`src/rtl/skid_pkg.sv`:
```
// skid_pkg: shared width helpers for stream buffering blocks
package skid_pkg;

    function automatic int clog2(input int n);
        int r = 0;
        for (int v = n - 1; v > 0; v >>= 1) r++;
        return r;
    endfunction

    function automatic int cnt_w(input int depth);
        return clog2(depth + 1);
    endfunction

    function automatic int ptr_w(input int depth);
        return depth > 1 ? clog2(depth) : 1;
    endfunction

endpackage

```
`src/rtl/skid_ptr_ctr.sv`:
```
// skid_ptr_ctr: pointer into a DEPTH-entry ring, wrapping DEPTH-1 -> 0, with synchronous clear
module skid_ptr_ctr
    import skid_pkg::*;
#(
    parameter int DEPTH = 2,
    parameter int PTR_W = ptr_w(DEPTH)
) (
    input  logic             clk,
    input  logic             reset,
    input  logic             clr,
    input  logic             inc,
    output logic [PTR_W-1:0] ptr
);

    always_ff @(posedge clk or posedge reset) begin
        if (reset)
            ptr <= '0;
        else if (clr)
            ptr <= '0;
        else if (inc)
            ptr <= (ptr == PTR_W'(DEPTH - 1)) ? '0 : ptr + 1'b1;
    end

endmodule

```
`src/rtl/skid_fifo.sv`:
```
// skid_fifo: DEPTH-entry elastic buffer between valid/ready endpoints with optional empty-bypass,
// flush and occupancy; i_ready_o depends only on registered state and flush_i.
module skid_fifo
    import skid_pkg::*;
#(
    parameter int DATA_W = 8,
    parameter int DEPTH  = 2,
    parameter bit BYPASS = 1'b0
) (
    input  logic                    clk,
    input  logic                    reset,
    input  logic                    flush_i,
    input  logic                    i_valid_i,
    input  logic [DATA_W-1:0]       i_data_i,
    output logic                    i_ready_o,
    input  logic                    e_ready_i,
    output logic                    e_valid_o,
    output logic [DATA_W-1:0]       e_data_o,
    output logic [cnt_w(DEPTH)-1:0] count_o
);

    localparam int CNT_W = cnt_w(DEPTH);
    localparam int PTR_W = ptr_w(DEPTH);

    logic [DATA_W-1:0] mem [DEPTH];
    logic [CNT_W-1:0]  count;
    logic [PTR_W-1:0]  wr_ptr;
    logic [PTR_W-1:0]  rd_ptr;
    logic              empty;
    logic              full;
    logic              byp;
    logic              push;
    logic              pop;
    logic              pass;
    logic              wr_en;
    logic              rd_en;

    // A pass-through word is both pushed and popped but never touches storage.
    always_comb begin
        empty     = count == '0;
        full      = count == CNT_W'(DEPTH);
        byp       = BYPASS && empty;
        i_ready_o = !full && !flush_i;
        e_valid_o = (byp ? i_valid_i : !empty) && !flush_i;
        e_data_o  = byp ? i_data_i : mem[rd_ptr];
        push      = i_valid_i && i_ready_o;
        pop       = e_valid_o && e_ready_i;
        pass      = byp && push && e_ready_i;
        wr_en     = push && !pass;
        rd_en     = pop && !pass;
        count_o   = count;
    end

    always_ff @(posedge clk or posedge reset) begin
        if (reset)
            count <= '0;
        else if (flush_i)
            count <= '0;
        else if (wr_en != rd_en)
            count <= wr_en ? count + 1'b1 : count - 1'b1;
    end

    always_ff @(posedge clk or posedge reset) begin
        if (reset)
            for (int i = 0; i < DEPTH; i++) mem[i] <= '0;
        else if (wr_en)
            mem[wr_ptr] <= i_data_i;
    end

    skid_ptr_ctr #(.DEPTH(DEPTH), .PTR_W(PTR_W)) u_wr (
        .clk   (clk),
        .reset (reset),
        .clr   (flush_i),
        .inc   (wr_en),
        .ptr   (wr_ptr)
    );

    skid_ptr_ctr #(.DEPTH(DEPTH), .PTR_W(PTR_W)) u_rd (
        .clk   (clk),
        .reset (reset),
        .clr   (flush_i),
        .inc   (rd_en),
        .ptr   (rd_ptr)
    );

endmodule

```
`config.mk`:
```
export PLATFORM = sky130hd
export DESIGN_NAME = skid_fifo
export DESIGN_NICKNAME = d
export VERILOG_FILES = /design/src/rtl/skid_pkg.sv /design/src/rtl/skid_ptr_ctr.sv /design/src/rtl/skid_fifo.sv
export SDC_FILE = /design/constraint.sdc
export NUM_CORES = 1
export LEC_CHECK = 0
export BUFFER_PORTS_ARGS = -buffer_cell sky130_fd_sc_hd__buf_2
export CAP_MARGIN = 20
export CELL_PAD_IN_SITES_DETAIL_PLACEMENT = 1
export CELL_PAD_IN_SITES_GLOBAL_PLACEMENT = 1
export CORE_UTILIZATION = 40
export DETAILED_ROUTE_END_ITERATION = 6
export GPL_TIMING_DRIVEN = 0
export PLACE_DENSITY_LB_ADDON = 0.1
export SETUP_SLACK_MARGIN = 0.05
export SKIP_LAST_GASP = 1
export SYNTH_ARGS = -nofsm -noshare
export SYNTH_HDL_FRONTEND = slang
export SYNTH_SLANG_ARGS = --single-unit
```
`constraint.sdc`:
```
create_clock -name clk -period 2.1 [get_ports clk]
set_input_delay 0.315 -clock clk [delete_from_list [all_inputs] [get_ports clk]]
set_output_delay 0.315 -clock clk [all_outputs]
set_load 0.005 [all_outputs]
```
# ---- Word level (Yosys, flattened, before mapping)
# Cells that the tools add are included.
dict set report totals {
  register_bits 20
  out_inout_bits 12
  elab_cells 43
}
dict set report classes {
  addsub 4
  n_lt_le_gt_ge 3
  n_eq_ne 2
  n_mux 15
  n_bitwise 2
  reduce_logical 12
}
# op n
set ops {}
lappend ops {{2-to-1 mux 8 bit} 4}
lappend ops {{bitwise mux 16 bit} 1}
lappend ops {{demux 8 bit (select 1 bit)} 1}
lappend ops {{2-to-1 mux 1 bit} 6}
lappend ops {{2-to-1 mux 2 bit} 3}
lappend ops {{nonzero test 2 bit} 3}
lappend ops {{logical AND 1 bit} 5}
lappend ops {{>= comparator 2 bit, second input constant} 2}
lappend ops {{NOT 1 -> 2 bit} 2}
lappend ops {{zero test 1 bit} 3}
lappend ops {{adder 1 bit, second input constant} 2}
lappend ops {{adder 2 x 1 -> 2 bit, second input constant} 1}
lappend ops {{== test 2 bit, second input constant} 1}
lappend ops {{zero test 2 bit} 1}
lappend ops {{less-than comparator 2 x 1 -> 1 bit, second input constant} 1}
lappend ops {{subtractor 2 x 1 -> 2 bit, second input constant} 1}
lappend ops {{!= test 1 bit} 1}

# ---- Logic depth before layout (Yosys ltp)
# Gate-level depths: netlist of the first run.
dict set report logic_depth {
  ltp_word 7
  depth_mapped 4
  mapped_depth_nobuf 3
}

# ---- Modules after synthesis
# A second synthesis of the first run with hierarchy kept.
dict set report unflattened {
  hier_cells 72
  hier_area_um2 942.2
}
# mod instances cells_each area_each_um2 seq_area_each_um2
set by_module_without_submodules {}
lappend by_module_without_submodules {skid_fifo 1 64 859.6 450.4}
lappend by_module_without_submodules {skid_ptr_ctr 2 4 41.3 25.0}

# ---- Least setup slack after synthesis of the first run
# OpenSTA, ideal clock, no wires.
dict set report synth_timing {
  kind {flip-flop to flip-flop}
  start {register count[1] (netlist: count_o[1])}
  end {register mem[0] (netlist name)}
  setup_ns 0.125
  arrival_time_ns 1.475
  path_slack_ns 0.500
  path_stages_with_launch 5
  n_path_buf 1
  cell_sequence {dfrtp_1 -> nor2b_2 -> or4_4 -> buf_6 -> mux2_4}
}
dict set report synth_between {
  elab_chain_cells 4
}
# item line
set synth_lines {}
lappend synth_lines {{start, declared} skid_fifo.sv:26} ;# logic [CNT_W-1:0] count;
lappend synth_lines {{start signal, assigned} skid_fifo.sv:60} ;# count <= wr_en ? count + 1'b1 : count - 1'b1;
lappend synth_lines {{== test 2 bit} skid_fifo.sv:41} ;# full = count == CNT_W'(DEPTH);
lappend synth_lines {{zero test 1 bit} skid_fifo.sv:43} ;# i_ready_o = !full && !flush_i;
lappend synth_lines {{logical AND 1 bit} skid_fifo.sv:43}
lappend synth_lines {{logical AND 1 bit} skid_fifo.sv:46} ;# push = i_valid_i && i_ready_o;
lappend synth_lines {{end signal, assigned by index} skid_fifo.sv:67} ;# mem[wr_ptr] <= i_data_i;
lappend synth_lines {{end, declared} skid_fifo.sv:25} ;# logic [DATA_W-1:0] mem [DEPTH];
# No other way between the ends.
# A chain may end at the register's enable or synchronous reset.

# ---- Worst setup path after layout of the first run
dict set report layout_timing {
  start {register u_rd.ptr}
  end {output port e_data_o[2]}
}
dict set report layout_between {
  elab_chain_cells 4
}
# item line
set layout_lines {}
lappend layout_lines {{start, declared} skid_ptr_ctr.sv:12} ;# output logic [PTR_W-1:0] ptr
lappend layout_lines {{start signal, assigned} skid_ptr_ctr.sv:21} ;# ptr <= (ptr == PTR_W'(DEPTH - 1)) ? '0 : ptr + 1'b1;
lappend layout_lines {{NOT 1 -> 2 bit (implied by the code)} skid_fifo.sv:45} ;# e_data_o = byp ? i_data_i : mem[rd_ptr];
lappend layout_lines {{2-to-1 mux 8 bit (implied by the code) (3 in a row)} skid_fifo.sv:45}
lappend layout_lines {{end, declared} skid_fifo.sv:18} ;# output logic [DATA_W-1:0] e_data_o,
# No other way between the ends. The select of a mux whose other input is x is not followed.

==> metrics, run 1 <==
fin area=0.001149 mm2; CTS root buf=clkbuf_4; Residual DRC=0; Longest Clk Path Bufs=2; GR Overflow Total=0; WL per Instance=between 15 and 20 um; io pins=25; mux contribution to synthesized area=0.3077; Hold Vio Cnt, Final=0; global-route wire length before repair=3222 um; largest net degree at the start of global routing=21; final cell count without fillers=around 130; main combinational cell family by area after synthesis=multiplexers; DRT iter0 DRCs=2; Initial Util=0.4329; multi-input combinational cell area=between 400 and 500 um2; TNS Setup=0 ps; Worst IR Drop VDD=~480 uV; highest net fanout along the worst path=9; Vias=roughly 650; Die Height=between 50 and 60 um; clock-pin slew on the worst setup and hold paths=approximately 110 ps; ANT cells=0; Avg Inst Size Synth=~14 um2; CTS tree=yes; die area=approximately 0.0026 mm2; Fmax=roughly 0.52 GHz; post-route clock skew=5.027 ps; Tmin final=slightly below 2000 ps; die width=just over 50 um; worst path arrival time=about 1600 ps; Core Footprint=0.002255 mm2; final setup fails=0; sequential share of the synthesized area=0.5128; Netlist cell types=21; CTS Buf Count=3; Max Slew Vio Count=0; synthesized instance count=71; H-tree depth=1; clk_lat worst skew=roughly 290 ps; Rel. slew slack=0.5006; number of max-cap violations=0; kind of critical path=flip-flop to primary output; CTS Hold Bufs=0; hpwl dp=around 1400 um; layout cells sized above 1=0.5876; P&R area growth vs syn=17.69%; status=completed; WP data required=1780 ps; slew of the pin with the lowest slew margin=748.3 ps; cell area after synthesis=just under 0.001 mm2; post-synth top area cell=dfrtp_1; Synth area leaders=dfrtp_1 (51%), mux2_2 (18%), mux2_4 (12%); YS warnings=0; placed cell count=122; GPL Wtd Cong=slightly above 0.7; Reg area=around 500 um2; Worst setup EP type=primary output; worst min path class=input pin to asynchronous set/reset pin; Num Clock Sinks=20; post-cts sizing count=0; crit path launch type=flip-flop; Final nets=about 110; Post-Synth XOR/XNOR Area=0.008974; instance area at placement=approximately 0.0011 mm2; net count after synthesis=between 80 and 90; most common library cell in the layout ignoring fill and taps=buf_2; Port Buf Inserts=23; post-synthesis compound-gate area fraction=0.04487; antenna violations before repair=0; FILL cells=249; Lkg Pwr=approximately 0.55 nW; commonest non-fill, non-tap cells in the layout=buf_2 (23), dfrtp_1 (20), mux2_2 (16); period utilization=0.9154; Cell Pwr Density=~810 mW/mm2; Synth Area in Simple Gates=0.09103; FF+latch count, synth=20; Rows=17; Antenna Violating Nets Remaining=0; Post-Synth Adder-Cell Area=0; Total Wirelength=around 1900 um; share of the synthesized area in the top cell type=0.5128; Setup Fix Bufs, Post-CTS=0; GRT Util Overall=0.1701; Reg2Reg Depth=4; Pre-Repair DR Iteration Count=2; RSZ-0062 raised after global routing=no; vias in the first global route=between 600 and 700; DR vias/cell=between 5 and 6
final cells by class:
| cell class | instances | area share |
|---|---|---|
| Inverter | 3 | 0.009804 |
| Timing Repair Buffer | 23 | 0.1002 |
| Clock buffer | 3 | 0.01961 |
| Sequential cell | 20 | 0.4357 |
| Multi-Input combinational cell | 45 | 0.3845 |
| Buffer | 3 | 0.01961 |
| Tap cell | 28 | 0.03050 |
flip-flops by register name (all words and copies together), names as in the netlist:
name      cells
mem          16
count_o       2
u_rd.ptr      1
u_wr.ptr      1
synthesized netlist by cell type:
master and number:
xor2_1 1, dfrtp_1 20, mux2_4 8, o21ai_0 3, nor4bb_1 1, nor2b_2 1, clkbuf_1 1, or3_2 1
a31oi_1 1, buf_6 1, nor2_1 5, nand3b_1 1, inv_1 2, or4_4 1, a22oi_1 1, nor4_4 1
mux2_2 16, inv_2 1, a21oi_1 3, nand2_1 1, buf_4 1
routing by layer:
layer | wire length [um] | global-route usage | vias up
met5 | 0 | 0 | -
met4 | 23 | 0.06757 | 0
met3 | 51 | 0.02679 | 2
met2 | 937 | 0.2879 | 11
met1 | 878 | 0.2147 | 328
li1 | - | - | 305
per-stage QoR:
step	total power (W)	utilization	hold slack, ps	setup slack [ps]
floorplan	0.0006780	-	278.8	500.3
global placement	0.0007496	0.4994	484.9	426.0
detailed placement	0.0007671	0.4994	492.7	392.9
CTS	0.0009421	0.5094	166.3	144.9
global route	0.0009901	0.5094	206.8	75.43
finish	0.0009312	0.5094	139.4	177.8
report_power, final:
group	total, W	leakage [nW]	switching, W	internal (W)
combinational	0.000248	0.292	0.0000877	0.000161
clock	0.000176	0.0138	0.000109	0.0000666
sequential	0.000507	0.243	0.0000434	0.000464
total	0.000931	0.549	0.000240	0.000691
worst max-delay path: stages, from the launching register on:
cell and delay (ps):
dfrtp_1 340, clkbuf_1 450, mux2_2 410, buf_2 130
cells by family (layout without fill, tap and decap cells):
| family | Yosys count | after routing |
|---|---|---|
| muxes | 24 | 24 |
| and+or+nand+nor | 12 | 12 |
| xor gates and xnor gates | 1 | 1 |
| buffers and inverters | 6 | 32 |
| AOI/OAI and AO/OA | 8 | 8 |
| DFF | 20 | 20 |
worst paths after layout:
| kind | start | end | slack [ps] |
|---|---|---|---|
| hold / removal | reset | mem[8] | 140 |
| max in group asynchronous | reset | mem[7] | 1490 |
| setup reg to reg | count_o[1] | mem[5] | 400 |
| setup / recovery | u_rd.ptr | e_data_o[2] | 180 |
| hold reg to reg | mem[9] | mem[9] | 510 |
| min in group clk | flush_i | u_wr.ptr | 250 |
No activity file was read; power rests on OpenSTA's default activity.
==> inputs of run 2 (changes only) <==
--- a/config.mk
+++ b/config.mk
@@ -14,3 +14,3 @@
 export GPL_TIMING_DRIVEN = 0
-export PLACE_DENSITY_LB_ADDON = 0.1
+export PLACE_DENSITY = 0.79
 export SETUP_SLACK_MARGIN = 0.05
--- a/constraint.sdc
+++ b/constraint.sdc
@@ -3,2 +3,2 @@
 set_output_delay 0.315 -clock clk [all_outputs]
-set_load 0.005 [all_outputs]
+set_load 0.1 [all_outputs]
==> run 2 against run 1 <==
Sequential share of layout area shrank 0.81 points. Final area increased by 2.4%. Hold slack worse by 26 ps. Setup slack about the same. Largest power group is now combinational logic.
==> metrics, run 2 (synthesized netlist as in run 1, its figures left out) <==
status=completed; Pre-Repair DR Iteration Count=2 (unchanged); Hold Vio Cnt, Final=0 (unchanged); die area=0.002641 mm2 (unchanged); RSZ-0062 raised after global routing=no; Worst Setup EP=e_data_o[7]; Rows=17 (unchanged); Worst IR Drop VDD=562.7 uV (+17%); Largest Register=mem; max reg flops=16 (unchanged); layout cells sized above 1=0.6392 (+0.05155); CTS tree=yes; period utilization=0.9153 (about the same); post-cts sizing count=0 (unchanged); Residual DRC=0 (unchanged); TNS Setup=0 ps (unchanged); GR Overflow Total=0 (unchanged); final cell count without fillers=125 (unchanged); Die Height=51.40 um (unchanged); setup ws final=177.9 ps (+0.1260 ps); P&R area growth vs syn=20.51%; reg2reg setup slack=410 ps (about the same); H-tree depth=1 (unchanged); clk_lat worst skew=300 ps (about the same); placed cell count=122 (unchanged); clock-pin slew on the worst setup and hold paths=110 ps (about the same); CTS root buf=clkbuf_4; Worst setup EP type=primary output; met3 GRT Util=0.05952 (+0.03274); Tmin final=1922 ps (-0.1260 ps); number of max-cap violations=0 (unchanged); Cell Pwr Density=1094 mW/mm2 (+35%); Vias=639 (-1.1%); kind of critical path=flip-flop to primary output; highest net fanout along the worst path=9 (unchanged); Max Slew Vio Count=0 (unchanged); met2 usage=0.2684 (-0.01948); Longest Clk Path Bufs=2 (unchanged); Total Wirelength=1825 um (-3.5%); Lkg Pwr=0.5540 nW (+0.89%); crit path launch type=flip-flop; io pins=25 (unchanged); Crit. Startpoint=u_rd.ptr; antenna violations before repair=0 (unchanged); vias in the first global route=690 (+0.44%); most common library cell in the layout ignoring fill and taps=buf_2; DR vias/cell=5.112 (-1.1%); post-route clock skew=8.213 ps (+3.186 ps); multi-input combinational cell area=456.7 um2 (+3.4%); Port Buf Inserts=23 (unchanged); Reg2Reg Depth=3 (-1); GRT Util Overall=0.1626 (-0.007533); CTS Buf Count=3 (unchanged); RR Startpoint=count_o[1]; worst path arrival time=1610 ps (about the same); met1 GRT Util=0.1902 (-0.02448); Setup Fix Bufs, Post-CTS=0 (unchanged); GRT busiest layer=met2; FILL cells=252 (+1.2%); global-route wire length before repair=3063 um (-4.9%); Num Clock Sinks=20 (unchanged); pre-CTS WS=337.0 ps (-55.89 ps); Final nets=111 (-0.89%); Worst R2R End=mem[13]; WL per Instance=14.60 um (-3.5%); GPL Wtd Cong=0.7430 (+5.2%); slew of the pin with the lowest slew margin=740.5 ps (-7.856 ps); ANT cells=0 (unchanged); commonest non-fill, non-tap cells in the layout=buf_2 (23), dfrtp_1 (18), mux2_2 (16); Antenna Violating Nets Remaining=0 (unchanged); Rel. slew slack=0.5058 (+0.005243); worst min path class=input pin to asynchronous set/reset pin; Initial Util=0.4329 (unchanged); Fmax=0.5203 GHz (about the same); largest net degree at the start of global routing=21 (unchanged); die width=51.40 um (unchanged); final setup fails=0 (unchanged); DRT iter0 DRCs=6 (+4); Core Footprint=0.002255 mm2 (unchanged); Reg area=503.0 um2 (+0.50%); CTS Hold Bufs=0 (unchanged); WP data required=1780 ps (about the same)
-- run 2: cell type report --
type / instances / area share
Sequential cell: 20 / 0.4277
Multi-Input combinational cell: 45 / 0.3883
Timing Repair Buffer: 23 / 0.09787
Clock buffer: 4 / 0.03085
Tap cell: 28 / 0.02979
Buffer: 2 / 0.01596
Inverter: 3 / 0.009574
-- run 2: worst max-delay path, stage by stage, from the launching register on --
cell and delay, ps:
dfrtp_1 620, mux2_2 390, buf_2 290
-- run 2: metal layers --
metal | vias up | part of all wire
met3 | 2 | 0.054
met1 | 316 | 0.45
met5 | - | 0
met4 | 0 | 0.0077
li1 | 305 | -
met2 | 16 | 0.48
-- run 2: worst min-delay path by stage --
stage / from / end / slack (ps) / depth (start not counted)
finish: reset / mem[7] / 110 / 2
global route: reset / mem[7] / 170 / 2
CTS: reset / mem[7] / 140 / 2
detailed placement: reset / mem[7] / 490 / 2
global placement: reset / mem[7] / 480 / 2
floorplan: reset / mem[0] / 280 / 1
-- run 2: metrics by stage --
stage          total power (W)  hold slack (ps)  instance area (um2)    util
4_1_cts               0.001306            137.2                 1176  0.5216
3_3_place_gp          0.001061            481.5                 1144  0.5072
6_report              0.001287            113.4                 1176  0.5216
5_1_grt               0.001347            170.7                 1176  0.5216
2_1_floorplan         0.001003            278.7                993.5       -
3_5_place_dp          0.001076            487.4                 1144  0.5072
-- run 2: power breakdown --
group / total [W] / switching [W] / leakage, nW / internal (W)
clock: 0.000222 / 0.000116 / 0.0210 / 0.000106
sequential: 0.000512 / 0.0000481 / 0.240 / 0.000464
combinational: 0.000552 / 0.000390 / 0.293 / 0.000162
total: 0.00129 / 0.000555 / 0.554 / 0.000732
